## src/rtl/seq_shift_pkg.sv

```systemverilog
// ============================================================================
// Module   : seq_shift_pkg
// Purpose  : Mode encodings shared by the programmable sequence shifter
//            and its benches.
// Revision : 1.0  initial release
// ============================================================================
`default_nettype none

package seq_shift_pkg;

    typedef logic [2:0] mode_t;

    localparam mode_t MODE_HOLD = 3'b000;
    localparam mode_t MODE_SHR  = 3'b001;
    localparam mode_t MODE_SHL  = 3'b010;
    localparam mode_t MODE_LOAD = 3'b011;
    localparam mode_t MODE_ROTL = 3'b100;
    localparam mode_t MODE_ROTR = 3'b101;
    localparam mode_t MODE_LFSR = 3'b110;
    localparam mode_t MODE_ASR  = 3'b111;

endpackage

`default_nettype wire

```

## src/rtl/prog_seq_shifter_seq_len_mask.sv

```systemverilog
// ============================================================================
// Module   : seq_len_mask
// Purpose  : Expands an active length L into a WIDTH-bit mask with bits
//            [L-1:0] set.
// Revision : 1.0  initial release
// ============================================================================
`default_nettype none

module seq_len_mask #(
    parameter int WIDTH = 8,
    parameter int LEN_W = $clog2(WIDTH) + 1
) (
    input  logic [LEN_W-1:0] len,
    output logic [WIDTH-1:0] mask
);

    for (genvar i = 0; i < WIDTH; i++) begin : g_mask_bit
        assign mask[i] = (32'(len) > 32'(i));
    end

endmodule

`default_nettype wire

```

## src/rtl/prog_seq_shifter.sv

```systemverilog
// ============================================================================
// Module   : prog_seq_shifter
// Purpose  : Programmable-length shift/rotate/LFSR register with period
//            counter and wrap pulse. Define SEQ_SHIFTER_LFSR_EN to build the
//            LFSR mode; otherwise mode 110 holds without counting.
// Revision : 1.0  initial release
// ============================================================================
`default_nettype none

module prog_seq_shifter
    import seq_shift_pkg::*;
#(
    parameter int              WIDTH = 8,
    parameter int              LEN_W = $clog2(WIDTH) + 1,
    parameter logic [WIDTH-1:0] TAPS = WIDTH'(8'hB8)
) (
    input  logic             clk,
    input  logic             rst,
    input  logic             en,
    input  logic [2:0]       mode,
    input  logic             ser_in_r,
    input  logic             ser_in_l,
    input  logic [WIDTH-1:0] load_data,
    input  logic [LEN_W-1:0] seq_len,
    output logic [WIDTH-1:0] q,
    output logic             ser_out,
    output logic [LEN_W-1:0] cnt,
    output logic             wrap
);

    logic [LEN_W-1:0] len_r;
    logic [LEN_W-1:0] len_load;
    logic [WIDTH-1:0] mask;
    logic [WIDTH-1:0] top_bit;
    logic [WIDTH-1:0] q_next;
    logic             advance;

    seq_len_mask #(
        .WIDTH (WIDTH),
        .LEN_W (LEN_W)
    ) u_mask (
        .len  (len_r),
        .mask (mask)
    );

    // Highest set bit of the mask marks position L-1.
    assign top_bit = mask & ~(mask >> 1);
    assign ser_out = |(q & top_bit);

    assign len_load = ((seq_len == '0) || (32'(seq_len) > WIDTH)) ? LEN_W'(WIDTH) : seq_len;

`ifdef SEQ_SHIFTER_LFSR_EN
    logic             lfsr_fb;
    logic             lfsr_in;
    logic [WIDTH-1:0] lfsr_next;

    assign lfsr_fb   = ^(q & TAPS & mask);
    // An all-zero active field would lock up, so seed it with a one.
    assign lfsr_in   = ((q & mask) == '0) ? 1'b1 : lfsr_fb;
    assign lfsr_next = (q & ~mask) | (((q << 1) | WIDTH'(lfsr_in)) & mask);
`endif

    always_comb begin
        q_next  = q;
        advance = 1'b0;
        case (mode)
            MODE_SHR: begin
                q_next  = {ser_in_r, q[WIDTH-1:1]};
                advance = 1'b1;
            end
            MODE_SHL: begin
                q_next  = {q[WIDTH-2:0], ser_in_l};
                advance = 1'b1;
            end
            MODE_ROTL: begin
                q_next  = (q & ~mask) | (((q << 1) | WIDTH'(ser_out)) & mask);
                advance = 1'b1;
            end
            MODE_ROTR: begin
                q_next  = (q & ~mask) | ((q & mask) >> 1) | (q[0] ? top_bit : '0);
                advance = 1'b1;
            end
`ifdef SEQ_SHIFTER_LFSR_EN
            MODE_LFSR: begin
                q_next  = lfsr_next;
                advance = 1'b1;
            end
`endif
            MODE_ASR: begin
                q_next  = {q[WIDTH-1], q[WIDTH-1:1]};
                advance = 1'b1;
            end
            default: begin
                q_next  = q;
                advance = 1'b0;
            end
        endcase
    end

    always_ff @(posedge clk) begin
        if (rst) begin
            q     <= '0;
            len_r <= LEN_W'(WIDTH);
            cnt   <= '0;
            wrap  <= 1'b0;
        end else begin
            wrap <= 1'b0;
            if (en) begin
                if (mode == MODE_LOAD) begin
                    q     <= load_data;
                    len_r <= len_load;
                    cnt   <= '0;
                end else if (advance) begin
                    q <= q_next;
                    if (cnt == len_r - LEN_W'(1)) begin
                        cnt  <= '0;
                        wrap <= 1'b1;
                    end else begin
                        cnt <= cnt + LEN_W'(1);
                    end
                end
            end
        end
    end

endmodule

`default_nettype wire

```

## config.mk

```make
export PLATFORM = sky130hd
export DESIGN_NAME = prog_seq_shifter
export DESIGN_NICKNAME = d
export VERILOG_FILES = /design/src/rtl/seq_shift_pkg.sv /design/src/rtl/prog_seq_shifter_seq_len_mask.sv /design/src/rtl/prog_seq_shifter.sv
export SDC_FILE = /design/constraint.sdc
export NUM_CORES = 1
export LEC_CHECK = 0
export CAP_MARGIN = 20
export CORE_MARGIN = 3
export CORE_UTILIZATION = 40
export CTS_CLUSTER_DIAMETER = 100
export DETAILED_ROUTE_END_ITERATION = 7
export PLACE_DENSITY = 0.73
export SKIP_LAST_GASP = 1
export SLEW_MARGIN = 15
export SYNTH_ARGS = -nofsm -noshare
export SYNTH_HDL_FRONTEND = slang
export SYNTH_SLANG_ARGS = --single-unit
```

## constraint.sdc

```tcl
create_clock -name clk -period 2.02 [get_ports clk]
set_input_delay 0.404 -clock clk [delete_from_list [all_inputs] [get_ports clk]]
set_output_delay 0.404 -clock clk [all_outputs]
set_load 0.005 [all_outputs]
```

After elaboration in Yosys (flattened, before gate mapping)
Index checks and enable logic that the tools add are counted.
{"block": "totals", "out_inout_bits": 14, "register_bits": 17, "romBits": 0, "mem_bits_rw": 0, "in_bits": 20, "latchBits": 0, "mem_count": 0}
{"block": "classes", "n_mux": 10, "n_reduce_logical": 12, "n_eq_ne": 8, "order_cmp": 9, "addsub": 2, "bitwise": 13, "div_mod_pow": 0, "shift": 0, "mul": 0}
{"cell": "$and A8 B8 Y8", "n": 5}
{"cell": "$pmux W8 S5", "n": 1}
{"cell": "$mux W8", "n": 3}
{"cell": "$gt A4 B3 Y1 const B", "n": 4}
{"cell": "$mux W4", "n": 4}
{"cell": "$or A8 B8 Y8", "n": 2}
{"cell": "$eq A3 B3 Y1 const B", "n": 3}
{"cell": "$gt A4 B1 Y1 const B", "n": 2}
{"cell": "$gt A4 B2 Y1 const B", "n": 2}
{"cell": "$not A7 Y8", "n": 1}
{"cell": "$not A8 Y8", "n": 1}
{"cell": "$or A8 B1 Y8", "n": 1}
{"cell": "$or A8 B7 Y8", "n": 1}
{"cell": "$reduce_or A8 Y1", "n": 1}
{"cell": "$eq A3 B2 Y1 const B", "n": 2}
{"cell": "$reduce_bool A6 Y1", "n": 1}
{"cell": "$reduce_bool A5 Y1", "n": 1}
{"cell": "$reduce_or A5 Y1", "n": 1}
{"cell": "$add A4 B1 Y4 const B", "n": 1}
{"cell": "$eq A4 B4 Y1", "n": 1}
{"cell": "$gt A4 B4 Y1 const B", "n": 1}
{"cell": "$logic_not A4 Y1", "n": 1}
{"cell": "$reduce_and A2 Y1", "n": 2}
{"cell": "$reduce_and A4 Y1", "n": 1}
{"cell": "9 further kinds", "n": 11}

Longest topological paths before layout
{"block": "depth", "depth_word": 11, "ltp_mapped": 8}

By module
From an unflattened synthesis, not the netlist that was laid out.
{"block": "unflattened", "hier_cells": 200, "hier_area_um2": 1427.6}
{"mod": "prog_seq_shifter", "cells_each": 191, "instances": 1, "seq_area_each_um2": 340.3, "area_per_inst_um2": 1363.8}
{"mod": "seq_len_mask", "cells_each": 9, "instances": 1, "seq_area_each_um2": 0.0, "area_per_inst_um2": 63.8}

Worst setup path after synthesis
No wires, ideal clock.
{"block": "synth_path", "path_type": "register -> output", "from": "register len_r[0]", "to": "output port ser_out", "t_arrival_ns": 1.751, "setup_slack_ns": -0.135, "n_path_buf": 1, "stages_incl_launch_ff": 8, "t_required_ns": 1.616, "path_cell_list": "dfxtp_1 clkbuf_1 inv_1 ha_1 nor2_1 or4_1 o211ai_1 or2_2"}
{"block": "synth_between", "elab_chain_cells": 5, "elab_cells_between_ends": 12, "classes_between": "order compare (8); bitwise (3); reduce/logical (1)"}
{"item": "start: declaration", "line_no": "prog_seq_shifter.sv:31", "source": "logic [LEN_W-1:0] len_r;"}
{"item": "start signal: assignment", "line_no": "prog_seq_shifter.sv:103", "source": "len_r <= LEN_W'(WIDTH);"}
{"item": "start signal: assignment", "line_no": "prog_seq_shifter.sv:111", "source": "len_r <= len_load;"}
{"item": "$gt A4 B1 Y1 (tied with other cells)", "line_no": "prog_seq_shifter_seq_len_mask.sv:18", "source": "assign mask[i] = (32'(len) > 32'(i));"}
{"item": "$not A7 Y8", "line_no": "prog_seq_shifter.sv:47", "source": "assign top_bit = mask & ~(mask >> 1);"}
{"item": "$and A8 B8 Y8 *", "line_no": "prog_seq_shifter.sv:47"}
{"item": "$and A8 B8 Y8 *", "line_no": "prog_seq_shifter.sv:48", "source": "assign ser_out = |(q & top_bit);"}
{"item": "$reduce_or A8 Y1 *", "line_no": "prog_seq_shifter.sv:48"}
{"item": "end: declaration", "line_no": "prog_seq_shifter.sv:26", "source": "output logic ser_out,"}
Every way passes the cells marked *; elsewhere a longest branch is shown, timed or not.

Worst setup path after layout
Ends and elaborated chain as after synthesis.

==> flow_summary.yaml <==
sta:
  hold_viol_final: 0
  relSlewSlack: 0.746
  rsz0062_at_grt: "true"
  tightest_slew_ps: 382
  fmax_mhz: 475
  fin_ws_ps: -85.9
  slew_viol_final: 0
  period_minus_slack_ps: 2110
  setup_viol: 1
  period_share: 1.04
  clock_skew_ps: 0.847
floorplanning:
  pin_count: 34
  placementRows: 22
  fp.dieH_um: 68.7
  core_mm2: 0.00372
  die-area_mm2: 0.00471
  start_util: 0.423
  die_x_um: 68.7
status:
  violations: "setup timing"
  status: "finished with violations"
critical_path:
  reg2reg_slack_ps: 150
  endpoint_kind: "output port"
  rr_startpoint: "len_r[1]$_SDFFE_PP0P_"
  crit_family: "simple AND/OR/NAND/NOR gates"
  path_buf_inv: 2
  critPathRequiredTime_ps: 1620
  worst_r2r_endpoint: "q[4]$_SDFFE_PP0P_"
  arrival_ps: 1700
  cp_slowest_cell: "dfxtp_4"
  max_stage_delay_ps: 380
  cp_cell_sequence: "buf_4 -> and2_1 -> nand2_1 -> a311oi_4 -> or2_4 -> buf_6"
  reg2regPathDepth: 8
  startpoint_type: "flop"
  cp_max_fo: 9
  path_class: "flop to output port"
cts:
  clk_pin_slew_ps: 70
  tritoncts: "yes"
  cts_sinks: 17
  insertion_delay_ps: 250
  cts_hold_buf: 0
  htreeDepth: 1
  clockRootBuffer: "clkbuf_8"
  cts.path.max_buffers: 2
  cts_made_buffers: 3
route:
  wl_per_cell_um: 17.0
  drt_wl_total_um: 5780
  drc: 0
  vias: 2120
  drtPass1Iterations: 5
  drt_iter0_markers: 220
  via_per_inst: 6.22
  ant_nets: 0
finish:
  layout_common_cells: "buf_4 (54), clkdlybuf4s50_1 (30), nor2_1 (19)"
  final_area_mm2: 0.00247
  fin_nets: 318
  diodes: 0
  fillCellCount: 310
  mostFrequentLayoutCell: "buf_4"
  syn_to_final_growth_pct: 57.4
  drive_gt1_frac: 0.290
synthesis:
  synth-seq-cells: 17
  syn_avg_cell_area_um2: 7.20
  syn_inst: 218
  yosys.cell_types.count: 54
  ys_warn_count: 0
  synth_area_leaders: "dfxtp_1 (22%), a21oi_1 (5.7%), nor2_1 (4.8%)"
  async_flop_share: 0
  synth_edf_count: 0
  synth_fp_nets: 242
  yosys.area.top_type: "dfxtp_1"
  yosysTopAreaCellShare: 0.217
  synth_area_mm2: 0.00157
  synth_flop_cell: "dfxtp_1"
  yosysSeqAreaShare: 0.217
global_route:
  grt_usage: 0.256
  grt_overflow_total: 0
  grt_max_degree: 21
  first_global_vias: 1941
  grt_pass1_wl_um: 9000
  antenna_found_initial: 0
pwr:
  power.density_mw_per_mm2: 399
  ir_worst_vdd_mv: 0.315
  leakage_nw: 0.982
  finalPower_mw: 0.986
hold_path:
  whs_path_depth: 2
  worstHoldStart: "cnt[2]$_SDFFE_PP0P_"
  min_to: "cnt[2]$_SDFFE_PP0P_"
  hold_path_class: "flop to flop"
placement:
  io_buffers: 33
  gp_congestion: 0.990
  placed_area_mm2: 0.00229
  hpwl_um: 4100
flow_run:
  maxCapViolations: 0
power breakdown:
group / switching (mW) / internal, mW
Combinational: 0.172 / 0.189
Clock: 0.118 / 0.140
Sequential: 0.0170 / 0.350
logic make-up (layout without fill, tap and decap cells):
group           Yosys count  after routing  share of synthesized area
simple gates             92             92                      0.310
compound gates           72             72                      0.325
buf+inv                  24             99                     0.0645
flops                    17             17                      0.217
xor+xnor                  7              7                     0.0390
fa+ha+maj                 4              4                     0.0319
mux                       2              2                     0.0127
metrics by stage:
stage,setup TNS (ps),instances,setup WS (ps),hold WS (ps),util
2_1_floorplan,0,218,14.6,520,-
3_3_place_gp,-2640,336,-266,551,0.617
3_5_place_dp,-3230,336,-310,553,0.617
4_1_cts,-83.2,341,-83.2,565,0.649
5_1_grt,-141,341,-141,612,0.665
6_report,-85.9,341,-85.9,568,0.665
cells in the mapped netlist, drive strengths merged (3+ instances only):
cell,count
nor2,20
a21oi,18
nand2,18
dfxtp,17
o21ai,12
nor3,11
buf,9
clkbuf,8
nand3,8
inv,7
a31oi,5
or3,5
xor2,5
a211oi,4
ha,4
nand4,4
nor2b,4
o221ai,4
a221oi,3
nand2b,3
nand3b,3
nor3b,3
o31ai,3
or2,3
worst max path at each step:
stage	start	endpoint	depth (start not counted)
floorplan	len_r[1]$_SDFFE_PP0P_	ser_out	6
global placement	mode[2]	q[0]$_SDFFE_PP0P_	7
detailed placement	len_r[0]$_SDFFE_PP0P_	ser_out	6
CTS	len_r[0]$_SDFFE_PP0P_	ser_out	6
global route	len_r[1]$_SDFFE_PP0P_	ser_out	7
finish	len_r[0]$_SDFFE_PP0P_	ser_out	6
what timing repair did:
| item | 4_1_cts | 5_1_grt |
|---|---|---|
| resized for setup | 22 | 13 |
| setup endpoints to repair | 5 | 12 |
| hold endpoints to repair | 0 | 0 |
| pin swaps | 5 | 3 |
| buffers inserted | 1 | 0 |
worst reg2reg max path: stages (launching register included):
cell	delay, ps
dfxtp_2	340
inv_4	90
ha_4	160
nor2_4	50
buf_4	150
a21oi_1	340
o2bb2ai_1	110
a221oi_1	400
o41ai_2	120
metal layers:
layer | GRT usage | share of wire | up-vias | wire length (µm)
li1 | - | - | 974 | -
met3 | 0.0502 | 0.099 | 36 | 575
met4 | 0.159 | 0.057 | 0 | 332
met1 | 0.311 | 0.38 | 952 | 2220
met2 | 0.412 | 0.46 | 158 | 2650
met5 | 0 | 0 | - | 0
state kept, by name, indices dropped and copies added, names as in the netlist:
name	flops
cnt	4
len_r	4
q	8
wrap	1
final cells by class:
class,count,area (µm²),area share
Clock buffer,4,45.0,0.0182
Tap cell,48,60.1,0.0243
Inverter,7,31.3,0.0127
Timing Repair Buffer,88,753,0.305
Multi-Input combinational cell,177,1240,0.500
Sequential cell,17,345,0.140
No activity file was read; power rests on OpenSTA's default activity.
